### config.mk
export PLATFORM = sky130hd
export DESIGN_NAME = i2c_wr_sched
export DESIGN_NICKNAME = d
export VERILOG_FILES = /design/src/rtl/i2c_wr_sched.sv
export SDC_FILE = /design/constraint.sdc
export NUM_CORES = 1
export LEC_CHECK = 0
export CAP_MARGIN = 20
export CORE_UTILIZATION = 58
export CTS_BUF_LIST = sky130_fd_sc_hd__clkbuf_4
export DETAILED_ROUTE_END_ITERATION = 8
export HOLD_SLACK_MARGIN = 0.06
export PLACE_DENSITY = 0.89
export REMOVE_ABC_BUFFERS = 1
export SLEW_MARGIN = 20
export SYNTH_ARGS = -nofsm -noshare
export SYNTH_HDL_FRONTEND = slang
export SYNTH_SLANG_ARGS = --single-unit
export TNS_END_PERCENT = 100
### constraint.sdc
create_clock -name clk -period 4.4 [get_ports clk]
set_input_delay 0.66 -clock clk [delete_from_list [all_inputs] [get_ports clk]]
set_output_delay 0.66 -clock clk [all_outputs]
set_load 0.01 [all_outputs]
### src/rtl/i2c_wr_sched.sv
// Round-robin scheduler sharing one I2C write master among N_REQ clients.
// Grants, launches the master, waits for completion/timeout, then forces a bus-free gap.
module i2c_wr_sched #(
    parameter int unsigned N_REQ       = 4,
    parameter int unsigned GAP_CYC     = 4,
    parameter int unsigned TIMEOUT_CYC = 1024
) (
    input  logic                 clk,
    input  logic                 rst,
    input  logic [N_REQ-1:0]     req,
    input  logic [7*N_REQ-1:0]   req_addr,
    input  logic [8*N_REQ-1:0]   req_data,
    output logic [N_REQ-1:0]     gnt,
    output logic [N_REQ-1:0]     done,
    output logic                 nack,
    output logic                 tout,
    output logic                 m_start,
    output logic [6:0]           m_addr,
    output logic [7:0]           m_data,
    input  logic                 m_busy,
    input  logic                 m_done,
    input  logic                 m_nack
);

    localparam int unsigned PW   = (N_REQ > 1) ? $clog2(N_REQ) : 1;
    localparam int unsigned CMAX = (TIMEOUT_CYC > GAP_CYC) ? TIMEOUT_CYC : GAP_CYC;
    localparam int unsigned CW   = $clog2(CMAX) + 1;

    typedef enum logic [1:0] {StIdle, StLaunch, StWait, StGap} state_t;

    state_t            state_q, state_d;
    logic [N_REQ-1:0]  gnt_q, gnt_d;
    logic [N_REQ-1:0]  done_q, done_d;
    logic              nack_q, nack_d;
    logic              tout_q, tout_d;
    logic              m_start_q, m_start_d;
    logic [6:0]        m_addr_q, m_addr_d;
    logic [7:0]        m_data_q, m_data_d;
    logic [PW-1:0]     ptr_q, ptr_d;
    // Shared between the WAIT timeout and the GAP countdown; never both active.
    logic [CW-1:0]     cnt_q, cnt_d;

    logic              found;
    logic [PW-1:0]     sel;
    logic [6:0]        sel_addr;
    logic [7:0]        sel_data;

    // Round-robin pick: scan ptr+1, ptr+2, ... so the last winner has lowest priority.
    always_comb begin
        int unsigned idx;
        found    = 1'b0;
        sel      = '0;
        sel_addr = '0;
        sel_data = '0;
        idx      = 0;
        for (int unsigned k = 1; k <= N_REQ; k++) begin
            idx = (int'(ptr_q) + k) % N_REQ;
            if (!found && req[idx]) begin
                found    = 1'b1;
                sel      = PW'(idx);
                sel_addr = req_addr[idx*7 +: 7];
                sel_data = req_data[idx*8 +: 8];
            end
        end
    end

    always_comb begin
        state_d   = state_q;
        gnt_d     = gnt_q;
        done_d    = '0;
        nack_d    = nack_q;
        tout_d    = tout_q;
        m_start_d = 1'b0;
        m_addr_d  = m_addr_q;
        m_data_d  = m_data_q;
        ptr_d     = ptr_q;
        cnt_d     = cnt_q;
        case (state_q)
            StIdle: begin
                if (found) begin
                    gnt_d    = N_REQ'(1) << sel;
                    m_addr_d = sel_addr;
                    m_data_d = sel_data;
                    ptr_d    = sel;
                    state_d  = StLaunch;
                end
            end
            StLaunch: begin
                if (!m_busy) begin
                    m_start_d = 1'b1;
                    cnt_d     = '0;
                    state_d   = StWait;
                end
            end
            StWait: begin
                // m_done is checked first so it wins over a same-cycle timeout.
                if (m_done) begin
                    done_d  = gnt_q;
                    nack_d  = m_nack;
                    tout_d  = 1'b0;
                    gnt_d   = '0;
                    cnt_d   = '0;
                    state_d = StGap;
                end else if (cnt_q == CW'(TIMEOUT_CYC - 1)) begin
                    done_d  = gnt_q;
                    nack_d  = 1'b0;
                    tout_d  = 1'b1;
                    gnt_d   = '0;
                    cnt_d   = '0;
                    state_d = StGap;
                end else begin
                    cnt_d = cnt_q + CW'(1);
                end
            end
            StGap: begin
                if (cnt_q == CW'(GAP_CYC - 1)) begin
                    cnt_d   = '0;
                    state_d = StIdle;
                end else begin
                    cnt_d = cnt_q + CW'(1);
                end
            end
            default: state_d = StIdle;
        endcase
    end

    always_ff @(posedge clk or negedge rst) begin
        if (!rst) begin
            state_q   <= StIdle;
            gnt_q     <= '0;
            done_q    <= '0;
            nack_q    <= 1'b0;
            tout_q    <= 1'b0;
            m_start_q <= 1'b0;
            m_addr_q  <= '0;
            m_data_q  <= '0;
            ptr_q     <= PW'(N_REQ - 1);
            cnt_q     <= '0;
        end else begin
            state_q   <= state_d;
            gnt_q     <= gnt_d;
            done_q    <= done_d;
            nack_q    <= nack_d;
            tout_q    <= tout_d;
            m_start_q <= m_start_d;
            m_addr_q  <= m_addr_d;
            m_data_q  <= m_data_d;
            ptr_q     <= ptr_d;
            cnt_q     <= cnt_d;
        end
    end

    assign gnt     = gnt_q;
    assign done    = done_q;
    assign nack    = nack_q;
    assign tout    = tout_q;
    assign m_start = m_start_q;
    assign m_addr  = m_addr_q;
    assign m_data  = m_data_q;

endmodule

# ---- Word-level counts from Yosys, hierarchy flattened
# Cells that the tools add are included.
dict set report classes {
  addsub 5
  n_mul 4
  n_div 0
  order_cmp 4
  n_eq_ne 9
  shift 9
  n_mux 48
  bitwise_logic 0
  reduce_logical 15
}
# cell count
set op_table {}
lappend op_table {{indexed part select 32 x 6 -> 8 bit} 4}
lappend op_table {{indexed part select 28 x 6 -> 7 bit} 4}
lappend op_table {{2-to-1 mux 11 bit} 4}
lappend op_table {{case mux 11 bit (3 select lines)} 1}
lappend op_table {{2-to-1 mux 8 bit} 4}
lappend op_table {{2-to-1 mux 7 bit} 4}
lappend op_table {{2-to-1 mux 4 bit} 6}
lappend op_table {{multiplier 2 x 3 -> 5 bit, second input constant} 4}
lappend op_table {{2-to-1 mux 2 bit} 9}
lappend op_table {{2-to-1 mux 1 bit} 14}
lappend op_table {{less-than comparator 2 x 3 -> 1 bit, second input constant} 4}
lappend op_table {{adder 11 x 1 -> 11 bit, second input constant} 1}
lappend op_table {{equality test 11 x 10 -> 1 bit, second input constant} 1}
lappend op_table {{equality test 11 x 2 -> 1 bit, second input constant} 1}
lappend op_table {{binary-select mux 1 bit (select 2 bit)} 4}
lappend op_table {{case mux 2 bit (4 select lines)} 1}
lappend op_table {{case mux 4 bit (2 select lines)} 1}
lappend op_table {{inequality test 2 bit, second input constant} 3}
lappend op_table {{AND reduction 2 bit} 3}
lappend op_table {{adder 2 x 1 -> 2 bit, second input constant} 2}
lappend op_table {{adder 2 bit, second input constant} 2}
lappend op_table {{equality test 2 bit, second input constant} 2}
lappend op_table {{AND reduction 4 bit} 1}
lappend op_table {{nonzero test 2 bit} 2}
lappend op_table {{other kinds (8)} 12}
dict set report totals {
  reg_bits 41
  latchBits 0
  ram_bits 0
  rom_bits 0
  inputBits 69
  out_inout_bits 26
  word_cells 104
  memories 0
}

# ---- Depth between registers and ports, before layout
# Gate-level depths: netlist of run 1.
dict set report logic_depth {
  ltp_word 16
  depth_mapped 8
  mapped_depth_nobuf 6
}

# ---- Least setup slack after synthesis of run 1
# No wires, ideal clock.
dict set report synth_path {
  path_kind {input -> register}
  startpoint {input req[2]}
  endpoint {register m_data_q[7], in the netlist m_data[7]}
  setup_time_ns 0.088
  t_arrival_ns 1.940
  required_ns 4.312
  setup_slack_ns 2.372
  path_stages 6
  n_path_buf 2
  cell_sequence {buf_2 -> or4b_1 -> a21oi_4 -> buf_6 -> nand2_1 -> a41oi_1}
}
dict set report synth_via {
  elab_chain_len 13
  elab_cells_between_ends 23
  cone_classes {16 x mux; 7 x reduce/logical}
}
# element line
set synth_rtl {}
lappend synth_rtl {{start, declared} 10} ;# input logic [N_REQ-1:0] req,
lappend synth_rtl {{binary-select mux 1 bit (select 2 bit)} 58} ;# if (!found && req[idx]) begin
lappend synth_rtl {{2-to-1 mux 1 bit (implied by the code)} 58}
lappend synth_rtl {{2-to-1 mux 1 bit} 58}
lappend synth_rtl {{logical NOT 1 bit} 58}
lappend synth_rtl {{logical AND 1 bit} 58}
lappend synth_rtl {{2-to-1 mux 1 bit} 58}
lappend synth_rtl {{logical NOT 1 bit} 58}
lappend synth_rtl {{logical AND 1 bit} 58}
lappend synth_rtl {{2-to-1 mux 1 bit} 58}
lappend synth_rtl {{logical NOT 1 bit} 58}
lappend synth_rtl {{logical AND 1 bit} 58}
lappend synth_rtl {{2-to-1 mux 1 bit} 58}
lappend synth_rtl {{AND reduction 2 bit (no line)} -}
lappend synth_rtl {{end signal, assigned} 147} ;# m_data_q <= m_data_d;
lappend synth_rtl {{end, declared} 38} ;# logic [7:0] m_data_q, m_data_d;
# Parallel ways exist; a longest one is shown, timed or not. The select of a mux whose other input is x is not followed.
# A chain may end at the register's enable or synchronous reset.

# ---- Final worst setup path of run 1
dict set report layout_path {
  startpoint {register ptr_q[1]}
  endpoint {register m_data_q[5], in the netlist m_data[5]}
}
dict set report layout_via {
  elab_chain_len 14
  elab_cells_between_ends 31
  cone_classes {4 x add/sub; 4 x shift; 16 x mux; 7 x reduce/logical}
}
# element line
set layout_rtl {}
lappend layout_rtl {{start, declared} 39} ;# logic [PW-1:0] ptr_q, ptr_d;
lappend layout_rtl {{start signal, assigned} 137} ;# ptr_q <= PW'(N_REQ - 1);
lappend layout_rtl {{start signal, assigned} 148} ;# ptr_q <= ptr_d;
lappend layout_rtl {{adder 2 x 1 -> 2 bit} 57} ;# idx = (int'(ptr_q) + k) % N_REQ;
lappend layout_rtl {{binary-select mux 1 bit (select 2 bit)} 58}
lappend layout_rtl {{2-to-1 mux 1 bit (implied by the code)} 58}
lappend layout_rtl {{2-to-1 mux 1 bit} 58}
lappend layout_rtl {{logical NOT 1 bit} 58}
lappend layout_rtl {{logical AND 1 bit} 58}
lappend layout_rtl {{2-to-1 mux 1 bit} 58}
lappend layout_rtl {{logical NOT 1 bit} 58}
lappend layout_rtl {{logical AND 1 bit} 58}
lappend layout_rtl {{2-to-1 mux 1 bit} 58}
lappend layout_rtl {{logical NOT 1 bit} 58}
lappend layout_rtl {{logical AND 1 bit} 58}
lappend layout_rtl {{2-to-1 mux 1 bit} 58}
lappend layout_rtl {{AND reduction 2 bit (no line)} -}
# Parallel ways exist; a longest one is shown, timed or not. The select of a mux whose other input is x is not followed.

==> metrics.yaml, run 1 <==
min_period_ns: 3.124
cts_sinks: 41
drc: 0
rr_worst_depth: 4
die_area_um2: 8338
clock.fmax_mhz: 320.1
crit_fanout: 124
critPathBufInv: 0
start_util_pct: 59.88
antennaDiodeCount: 0
leakage_nw: 1.941
cts_buffers: 5
dp_cells: 743
fin_skew_ns: 0.02591
overflow: 0
post_cts.resized_instances: 0
cts_setup_buffers: 0
final_cells: 751
crit_path_max_incr_delay_ns: 1.30
ir_drop_uv: 225.1
reg2reg_to: "m_data[5]$_DFFE_PN0P_"
async_reset_ff_share_pct: 100.0
path_class: "register to register"
critPathTopFamily: "flip-flops"
cp_slowest_cell: "dfstp_4"
netlist_area_um2: 4627
drv_slew: 0
ys_seq_area_share_pct: 22.23
vias_per_cell: 7.115
portBuffers: 94
yosysUniqueCellTypes: 63
wl_per_cell_um: 19.65
cp_cell_sequence: "mux2i_4, a211oi_1, o32ai_1, a41oi_2"
required_ns: 4.65
total_power_w: 0.002668
place_congestion: 0.8777
setup_tns_ns: 0
nets: 723
ioPinCount: 95
r2r_slack_ns: 1.28
area_delta_synth_final_pct: 17.55
status: "finished clean"
place_ws_ns: 1.173
via_count: 5343
power_density_nw_per_um2: 490.6
cap_violations: 0
crit_start: "ptr_q[1]$_DFFE_PN1P_"
clk_pin_slew_worst_paths_ns: 0.16
endpoint_kind: "register"
die_w_um: 91.32
n_fill_cell: 616
drtIter0Drc: 731
worst_slew_pin_slew_ns: 1.065
timing.rr.start: "ptr_q[1]$_DFFE_PN1P_"
antenna_found_initial: 0
core_um2: 7727
layout-drive-gt1-share_pct: 6.009
ys_ff_latch: 41
routed_wl_mm: 14.76
clk_latency_ns: 0.38
yosysWarnings: 0
ant_nets: 0
first_pass_iters: 6
cts_tree: "yes"
dieHeight_um: 91.32
holdWs_ns: 0.4156
hold_viol_final: 0
critPathArrivalTime_ns: 3.37
grt_max_degree: 125
cts_root_buf: "clkbuf_4"
fp-row-count: 32
clockBufferDepth: 2
syn_avg_cell_area_um2: 7.548
finalSetupViolations: 0
rsz0062_at_grt: "no"
grt_usage_pct: 34.62
dp.final_hpwl_mm: 9.395
cts_htree_levels: 2
grt_pass1_vias: 4983
synth_cells: 613
fin_crit_sh_pct: 71.00
hold_path_class: "input port to asynchronous set/reset pin"
relSlewSlack_pct: 28.99
start_kind: "register"
yosys_most_used_dff: "dfrtp_1"
postCtsHoldBufs: 0
grt_pass1_wl_mm: 23.51
synth-edff-count: 0
layout_setup_ws_ns: 1.276
report_power, final:
part | internal [W] | total [W] | switching, W
clock network | 0.0000605 | 0.000210 | 0.000149
logic | 0.000747 | 0.00167 | 0.000925
registers | 0.000508 | 0.000787 | 0.000279
total | 0.00131 | 0.00267 | 0.00135
synth_stat cells, types with 15 or more instances:
cell / instances / share of area (%)
a32o_1: 18 / 3.9
nand4_1: 15 / 2.0
o22ai_1: 15 / 2.0
clkbuf_1: 33 / 2.7
buf_2: 26 / 2.8
a21oi_1: 23 / 2.5
a31oi_1: 15 / 2.0
dfrtp_1: 39 / 21
inv_1: 50 / 4.1
a211oi_1: 43 / 7.0
nand2_1: 74 / 6.0
a21o_1: 15 / 2.4
nor2_1: 21 / 1.7
o211ai_1: 46 / 7.5
o21ai_0: 25 / 2.7
nor3_1: 18 / 1.9
cell families (layout without fill, tap and decap cells):
| kind of cell | after synthesis | after routing | synth area share [%] |
|---|---|---|---|
| and+or+nand+nor | 172 | 172 | 19.25 |
| buffers and inverters | 123 | 159 | 11.98 |
| muxes | 6 | 6 | 1.676 |
| xor gates and xnor gates | 4 | 4 | 0.7571 |
| AOI/OAI and AO/OA | 261 | 261 | 42.48 |
| DFF | 41 | 41 | 22.23 |
| adders and majority gates | 6 | 6 | 1.622 |
worst max-delay path by stage:
stage,to,cells after the start
final,m_data[5]$_DFFE_PN0P_,4
after detailed placement,m_addr[4]$_DFFE_PN0P_,6
after global routing,m_addr[6]$_DFFE_PN0P_,4
after CTS,m_addr[6]$_DFFE_PN0P_,4
after global placement,m_data[0]$_DFFE_PN0P_,6
after floorplan,m_addr[0]$_DFFE_PN0P_,4
layer usage:
| layer | part of all wire [%] | GRT usage [%] | vias up |
|---|---|---|---|
| met5 | 0 | 0 | - |
| met2 | 47 | 56.57 | 361 |
| met1 | 40 | 44.24 | 2506 |
| li1 | - | - | 2415 |
| met4 | 3.6 | 16.01 | 0 |
| met3 | 9.5 | 6.365 | 61 |
layout by cell type, fill, tap and decap left out, types with 3 or more instances in the layout:
| cell type | instances |
|---|---|
| a211oi_1 | 43 |
| dfrtp_1 | 39 |
| a41oi_1 | 9 |
| nor2_1 | 21 |
| inv_1 | 49 |
| o22ai_1 | 15 |
| nand4_1 | 15 |
| buf_4 | 7 |
| clkdlybuf4s50_1 | 92 |
| mux2_2 | 4 |
| a21oi_1 | 23 |
| nand2_1 | 74 |
| ha_1 | 6 |
| nor2b_1 | 4 |
| nand3_1 | 8 |
| a31oi_1 | 15 |
| and2_1 | 4 |
| o31ai_1 | 14 |
| nor4_1 | 5 |
| o21ai_0 | 25 |
| a32o_1 | 18 |
| nand2b_1 | 3 |
| nor3_1 | 18 |
| a21o_1 | 15 |
| nand3b_1 | 5 |
| clkbuf_4 | 5 |
| o32ai_1 | 14 |
| a41oi_2 | 6 |
| xnor2_1 | 4 |
| o211ai_1 | 46 |
registers in the layout, summed over array words and instances, names as in the netlist:
signal	cells
ptr_q	2
cnt_q	11
tout	1
nack	1
state_q	2
done	4
m_start	1
m_data	8
gnt	4
m_addr	7
stage by stage:
stage	area, µm²	util (%)
after floorplan	4260	-
after global placement	5384	69.67
after detailed placement	5384	69.67
after CTS	5439	70.39
after global routing	5439	70.39
final	5439	70.39
cell type report:
type / instances / area [µm²] / share of cell area (%)
clock buffers: 5 / 37.54 / 0.6901
clock inverters: 3 / 17.52 / 0.3221
inverters: 50 / 187.7 / 3.451
multi-input cells: 449 / 3053 / 56.13
flip-flops and latches: 41 / 1032 / 18.98
well taps: 102 / 127.6 / 2.346
repair buffers: 101 / 983.4 / 18.08
Power figures use the tool's default switching activity.
==> run 2, diff against run 1 <==
CORE_UTILIZATION = 49   (was 58)
PLACE_DENSITY = 0.8   (was 0.89)
clock period = 2.53 ns   (was 4.4 ns; I/O delays follow)
==> run 2 against run 1 <==
  * Critical path depth stayed put
  * Global-route usage decreased by 2.8 points
  * Sequential power rose by 37%
  * Count of clock-buffer cells in the layout unchanged
  * Clock skew is 0.0036 ns lower
  * Register-to-register slack got worse by 1.1 ns
  * Via count increased by 4.3%
  * Fmax rose by 35%
  * Critical endpoint is now gnt[0]$_DFFE_PN0P_
  * Largest cell class unchanged
  * Largest power group unchanged
==> metrics.yaml, run 2 (synthesized netlist as in run 1, its figures left out) <==
core_um2: 9196  # +19%
cts_setup_buffers: 0  # unchanged
antennaDiodeCount: 0  # unchanged
ir_drop_uv: 397.9  # +77%
clockBufferDepth: 2  # unchanged
grt_usage_pct: 31.81  # -2.8 points
cts_buffers: 5  # unchanged
wl_per_cell_um: 19.80  # +0.77%
worst_slew_pin_slew_ns: 0.9767  # -0.08843 ns
clock.fmax_mhz: 433.7  # +35%
die_w_um: 99.18  # +8.6%
hold_path_class: "input port to asynchronous set/reset pin"
clk_pin_slew_worst_paths_ns: 0.16  # about the same
rsz0062_at_grt: "no"
relSlewSlack_pct: 34.88  # +5.9 points
antenna_found_initial: 0  # unchanged
critPathArrivalTime_ns: 2.57  # -0.80 ns
cp_cell_sequence: "buf_4, nand2_1, a221o_1, a32o_1"
post_cts.resized_instances: 0  # unchanged
final_cells: 797  # +6.1%
hold_viol_final: 0  # unchanged
nets: 760  # +5.1%
drv_slew: 0  # unchanged
grt_util_met3_pct: 5.552  # -0.81 points
mostFrequentLayoutCells: "clkdlybuf4s50_1 (92), nand2_1 (74), inv_1 (49)"
status: "finished clean"
crit_fanout: 61  # -51%
portBuffers: 94  # unchanged
area_delta_synth_final_pct: 26.53
fin_crit_sh_pct: 91.13  # +20 points
cts_root_buf: "clkbuf_4"
drc: 0  # unchanged
finalInstanceArea_um2: 5854  # +7.6%
clk_latency_ns: 0.38  # about the same
vias_per_cell: 6.992  # -1.7%
dp_cells: 789  # +6.2%
start_kind: "register"
leakage_nw: 2.170  # +12%
n_fill_cell: 788  # +28%
cts_tree: "yes"
timing.rr.start: "ptr_q[1]$_DFFE_PN1P_"
crit_path_max_incr_delay_ns: 0.82  # -0.48 ns
layout-drive-gt1-share_pct: 11.08  # +5.1 points
via_count: 5573  # +4.3%
holdWs_ns: 0.1280  # -0.2876 ns
fin_skew_ns: 0.02228  # -0.003630 ns
grtUsageMet1_pct: 40.65  # -3.6 points
ant_nets: 0  # unchanged
power_density_nw_per_um2: 873.1  # +78%
cts_htree_levels: 2  # unchanged
top_register: "cnt_q"
reg2reg_to: "gnt[0]$_DFFE_PN0P_"
grt_pass1_vias: 5247  # +5.3%
largest_reg_flops: 11  # unchanged
cap_violations: 0  # unchanged
min_period_ns: 2.306  # -0.8183 ns
drtIter0Drc: 647  # -11%
final_common_cell: "clkdlybuf4s50_1"
cp_slowest_cell: "dfstp_4"
dp.final_hpwl_mm: 10.74  # +14%
routed_wl_mm: 15.78  # +6.9%
rr_worst_depth: 4  # unchanged
fp-row-count: 35  # +9.4%
grt_max_degree: 62  # -50%
setup_tns_ns: 0  # unchanged
grt_pass1_wl_mm: 25.39  # +8.0%
start_util_pct: 50.31  # -9.6 points
overflow: 0  # unchanged
postCtsHoldBufs: 0  # unchanged
finalSetupViolations: 0  # unchanged
path_class: "register to register"
total_power_w: 0.005111  # +92%
dieHeight_um: 99.18  # +8.6%
cts_sinks: 41  # unchanged
grtUsageMet2_pct: 53.90  # -2.7 points
ioPinCount: 95  # unchanged
r2r_slack_ns: 0.22  # -1.05 ns
first_pass_iters: 6  # unchanged
die_area_um2: 9836  # +18%
endpoint_kind: "register"
place_congestion: 0.9162  # +4.4%
required_ns: 2.80  # -1.85 ns
place_area_um2: 5748  # +6.8%
top_usage_layer: "met2"
[run 2: cell count changes in the layout (fill, tap and decap cells not counted), sizes merged]
cell / change
clkinvlp: -1
inv: +1
buf: +37
clkinv: -2
bufinv: +2
[run 2: worst max path at each step]
stage                          from                    end  slack [ns]  cells after the start
2_1_floorplan  ptr_q[1]$_DFFE_PN1P_  m_addr[0]$_DFFE_PN0P_       -0.60                      4
3_3_place_gp                 req[0]     gnt[0]$_DFFE_PN0P_        0.15                      6
3_5_place_dp                 req[0]     gnt[2]$_DFFE_PN0P_        0.04                      6
4_1_cts        ptr_q[1]$_DFFE_PN1P_     gnt[0]$_DFFE_PN0P_        0.28                      4
5_1_grt        ptr_q[1]$_DFFE_PN1P_     gnt[0]$_DFFE_PN0P_        0.19                      4
6_report       ptr_q[1]$_DFFE_PN1P_     gnt[0]$_DFFE_PN0P_        0.22                      4
[run 2: power breakdown]
part	internal (W)	total, W	switching (W)
combinational	0.00150	0.00345	0.00195
clock	0.000311	0.000589	0.000277
sequential	0.000876	0.00108	0.000200
total	0.00268	0.00511	0.00243
[run 2: stage by stage]
step	setup WS (ns)	util (%)
finish	0.2244	63.66
global route	0.1896	63.66
CTS	0.2847	63.66
detailed placement	0.04206	62.50
global placement	0.1481	62.50
floorplan	-0.5961	-
[run 2: critical path: cells and delay by family (launching register included)]
family          cells  cell delay (ns)
flops               1             0.82
compound gates      2             0.68
buf+inv             1             0.54
simple gates        1             0.14
[run 2: layer usage]
metal	wire, µm	share of wire, %
met2	7580	48
met1	6241	40
met4	493	3.1
met3	1468	9.3
met5	0	0
[run 2: area by class of cell]
| type | count | area (µm²) | share of cell area [%] |
|---|---|---|---|
| tap | 111 | 138.9 | 2.372 |
| clock inverter | 3 | 68.82 | 1.175 |
| inverter | 50 | 187.7 | 3.206 |
| timing repair buffer | 138 | 1336 | 22.83 |
| clock buffer | 5 | 37.54 | 0.6412 |
| multi-input combinational | 449 | 3053 | 52.15 |
| sequential | 41 | 1032 | 17.63 |
==> run 3, diff against run 2 <==
CORE_UTILIZATION = 54   (was 49)
PLACE_DENSITY = 0.84   (was 0.8)
clock period = 2.2 ns   (was 2.53 ns; I/O delays follow)
==> run 3 against run 2 <==
  * Clock skew decreased by 0.013 ns
  * Critical path type unchanged
  * Non-clock buffer count increased by 17
  * Flip-flop and latch count unchanged
  * Global-route usage up 3.7 points
  * Design area grew 2.7%
  * Critical endpoint is now m_data[7]$_DFFE_PN0P_
==> metrics.yaml, run 3 (synthesized netlist as in run 1, its figures left out) <==
status: "finished clean"
ioPinCount: 95  # unchanged
portBuffers: 94  # unchanged
relSlewSlack_pct: 64.53  # +30 points
area_delta_synth_final_pct: 29.94
fin_crit_sh_pct: 94.62  # +3.5 points
required_ns: 2.50  # -0.30 ns
place_congestion: 0.8801  # -3.9%
clockBufferDepth: 2  # unchanged
cts_htree_levels: 2  # unchanged
via_count: 5644  # +1.3%
worst_slew_pin_slew_ns: 0.5321  # -0.4446 ns
grt_max_degree: 67  # +8.1%
core_um2: 8258  # -10%
final_common_cell: "clkdlybuf4s50_1"
clk_pin_slew_worst_paths_ns: 0.16  # about the same
mostFrequentLayoutCells: "clkdlybuf4s50_1 (92), nand2_1 (74), inv_1 (49), buf_4 (49), o211ai_1 (46)"
cts_buffers: 5  # unchanged
endpoint_kind: "register"
start_util_pct: 56.03  # +5.7 points
rsz0062_at_grt: "no"
fin_skew_ns: 0.009577  # -0.01270 ns
clk_latency_ns: 0.39  # about the same
finalSetupViolations: 0  # unchanged
die_area_um2: 8943  # -9.1%
final_cells: 808  # +1.4%
wl_per_cell_um: 19.17  # -3.2%
hold_path_class: "input port to asynchronous set/reset pin"
grt_pass1_wl_mm: 25.30  # -0.38%
crit_fanout: 10  # -84%
setup_tns_ns: 0  # unchanged
timing.rr.start: "ptr_q[1]$_DFFE_PN1P_"
path_class: "register to register"
rr_worst_depth: 6  # +2
dp_cells: 796  # +0.89%
r2r_slack_ns: 0.12  # -0.11 ns
largest_reg_flops: 11  # unchanged
dp.final_hpwl_mm: 10.87  # +1.1%
cts_root_buf: "clkbuf_4"
fp-row-count: 33  # -5.7%
grt_usage_pct: 35.50  # +3.7 points
vias_per_cell: 6.985  # -0.10%
min_period_ns: 2.082  # -0.2240 ns
power_density_nw_per_um2: 996.1  # +14%
cts_tree: "yes"
leakage_nw: 2.262  # +4.2%
antennaDiodeCount: 0  # unchanged
first_pass_iters: 5  # -1
drc: 0  # unchanged
layout-drive-gt1-share_pct: 13.23  # +2.2 points
start_kind: "register"
grt_pass1_vias: 5265  # +0.34%
drv_slew: 0  # unchanged
die_w_um: 94.57  # -4.6%
antenna_found_initial: 0  # unchanged
routed_wl_mm: 15.49  # -1.9%
ant_nets: 0  # unchanged
overflow: 0  # unchanged
top_register: "cnt_q"
dieHeight_um: 94.57  # -4.6%
hold_viol_final: 0  # unchanged
ir_drop_uv: 448.1  # +13%
critPathArrivalTime_ns: 2.39  # -0.18 ns
n_fill_cell: 613  # -22%
drtIter0Drc: 613  # -5.3%
clock.fmax_mhz: 480.4  # +11%
reg2reg_to: "m_data[7]$_DFFE_PN0P_"
cts_sinks: 41  # unchanged
cap_violations: 0  # unchanged
nets: 777  # +2.2%
## run 3: timing repair
action | 4_1_cts | 5_1_grt
setup endpoints to repair | 0 | 12
endpoints found under the hold margin | 20 | 0
setup buffers | 0 | 3
hold buffers | 1 | 0
resized for setup | 0 | 3
## run 3: worst max-delay path by stage
stage                           startpoint                    end  slack, ns  cells past startpoint
floorplan             ptr_q[1]$_DFFE_PN1P_  m_addr[0]$_DFFE_PN0P_      -0.93                      4
global placement                    req[1]  m_data[5]$_DFFE_PN0P_      -0.06                      7
detailed placement                  req[1]  m_addr[1]$_DFFE_PN0P_      -0.14                      7
CTS                 state_q[1]$_DFFE_PN0P_  m_addr[1]$_DFFE_PN0P_       0.06                      7
global route          ptr_q[1]$_DFFE_PN1P_  m_addr[0]$_DFFE_PN0P_       0.02                      6
finish                ptr_q[1]$_DFFE_PN1P_  m_data[7]$_DFFE_PN0P_       0.12                      6
## run 3: critical path: stages (launching register included)
cell and delay (ns):
dfstp_4 0.56, clkbuf_4 0.20, or4b_1 0.59, a21oi_4 0.21
buf_4 0.18, nand2_1 0.05, a41oi_1 0.21
## run 3: stage by stage
step	cell area (µm²)	setup WS (ns)	hold WS [ns]	total power (W)	util (%)
CTS	5979	0.05792	0.4566	0.005855	72.41
global route	6012	0.02216	0.4920	0.006378	72.80
detailed placement	5863	-0.1418	0.3398	0.005169	71.00
floorplan	4260	-0.9261	0.03441	0.003568	-
global placement	5863	-0.06306	0.3370	0.005030	71.00
finish	6012	0.1183	0.4222	0.005989	72.80
## run 3: final cells by class
type                       instances  area, µm²  area share, %
clock buffer                       5      37.54         0.6243
clock inverter                     3      68.82          1.145
inverter                          50      187.7          3.122
multi-input combinational        449       3055          50.82
sequential                        41       1032          17.17
tap                              105      131.4          2.185
timing repair buffer             155       1499          24.93
## run 3: metal layers
layer  vias to the layer above  share of wire (%)  GRT usage [%]
met5                         -                  0              0
met4                         0                2.6          15.03
met3                        54                9.9          5.556
met2                       406                 48          58.03
met1                      2651                 39          46.42
li1                       2533                  -              -
## run 3: where the power goes
part | switching, W | total, W | internal [W]
combinational | 0.00226 | 0.00408 | 0.00182
sequential | 0.000224 | 0.00123 | 0.00101
clock | 0.000318 | 0.000676 | 0.000358
total | 0.00280 | 0.00599 | 0.00319
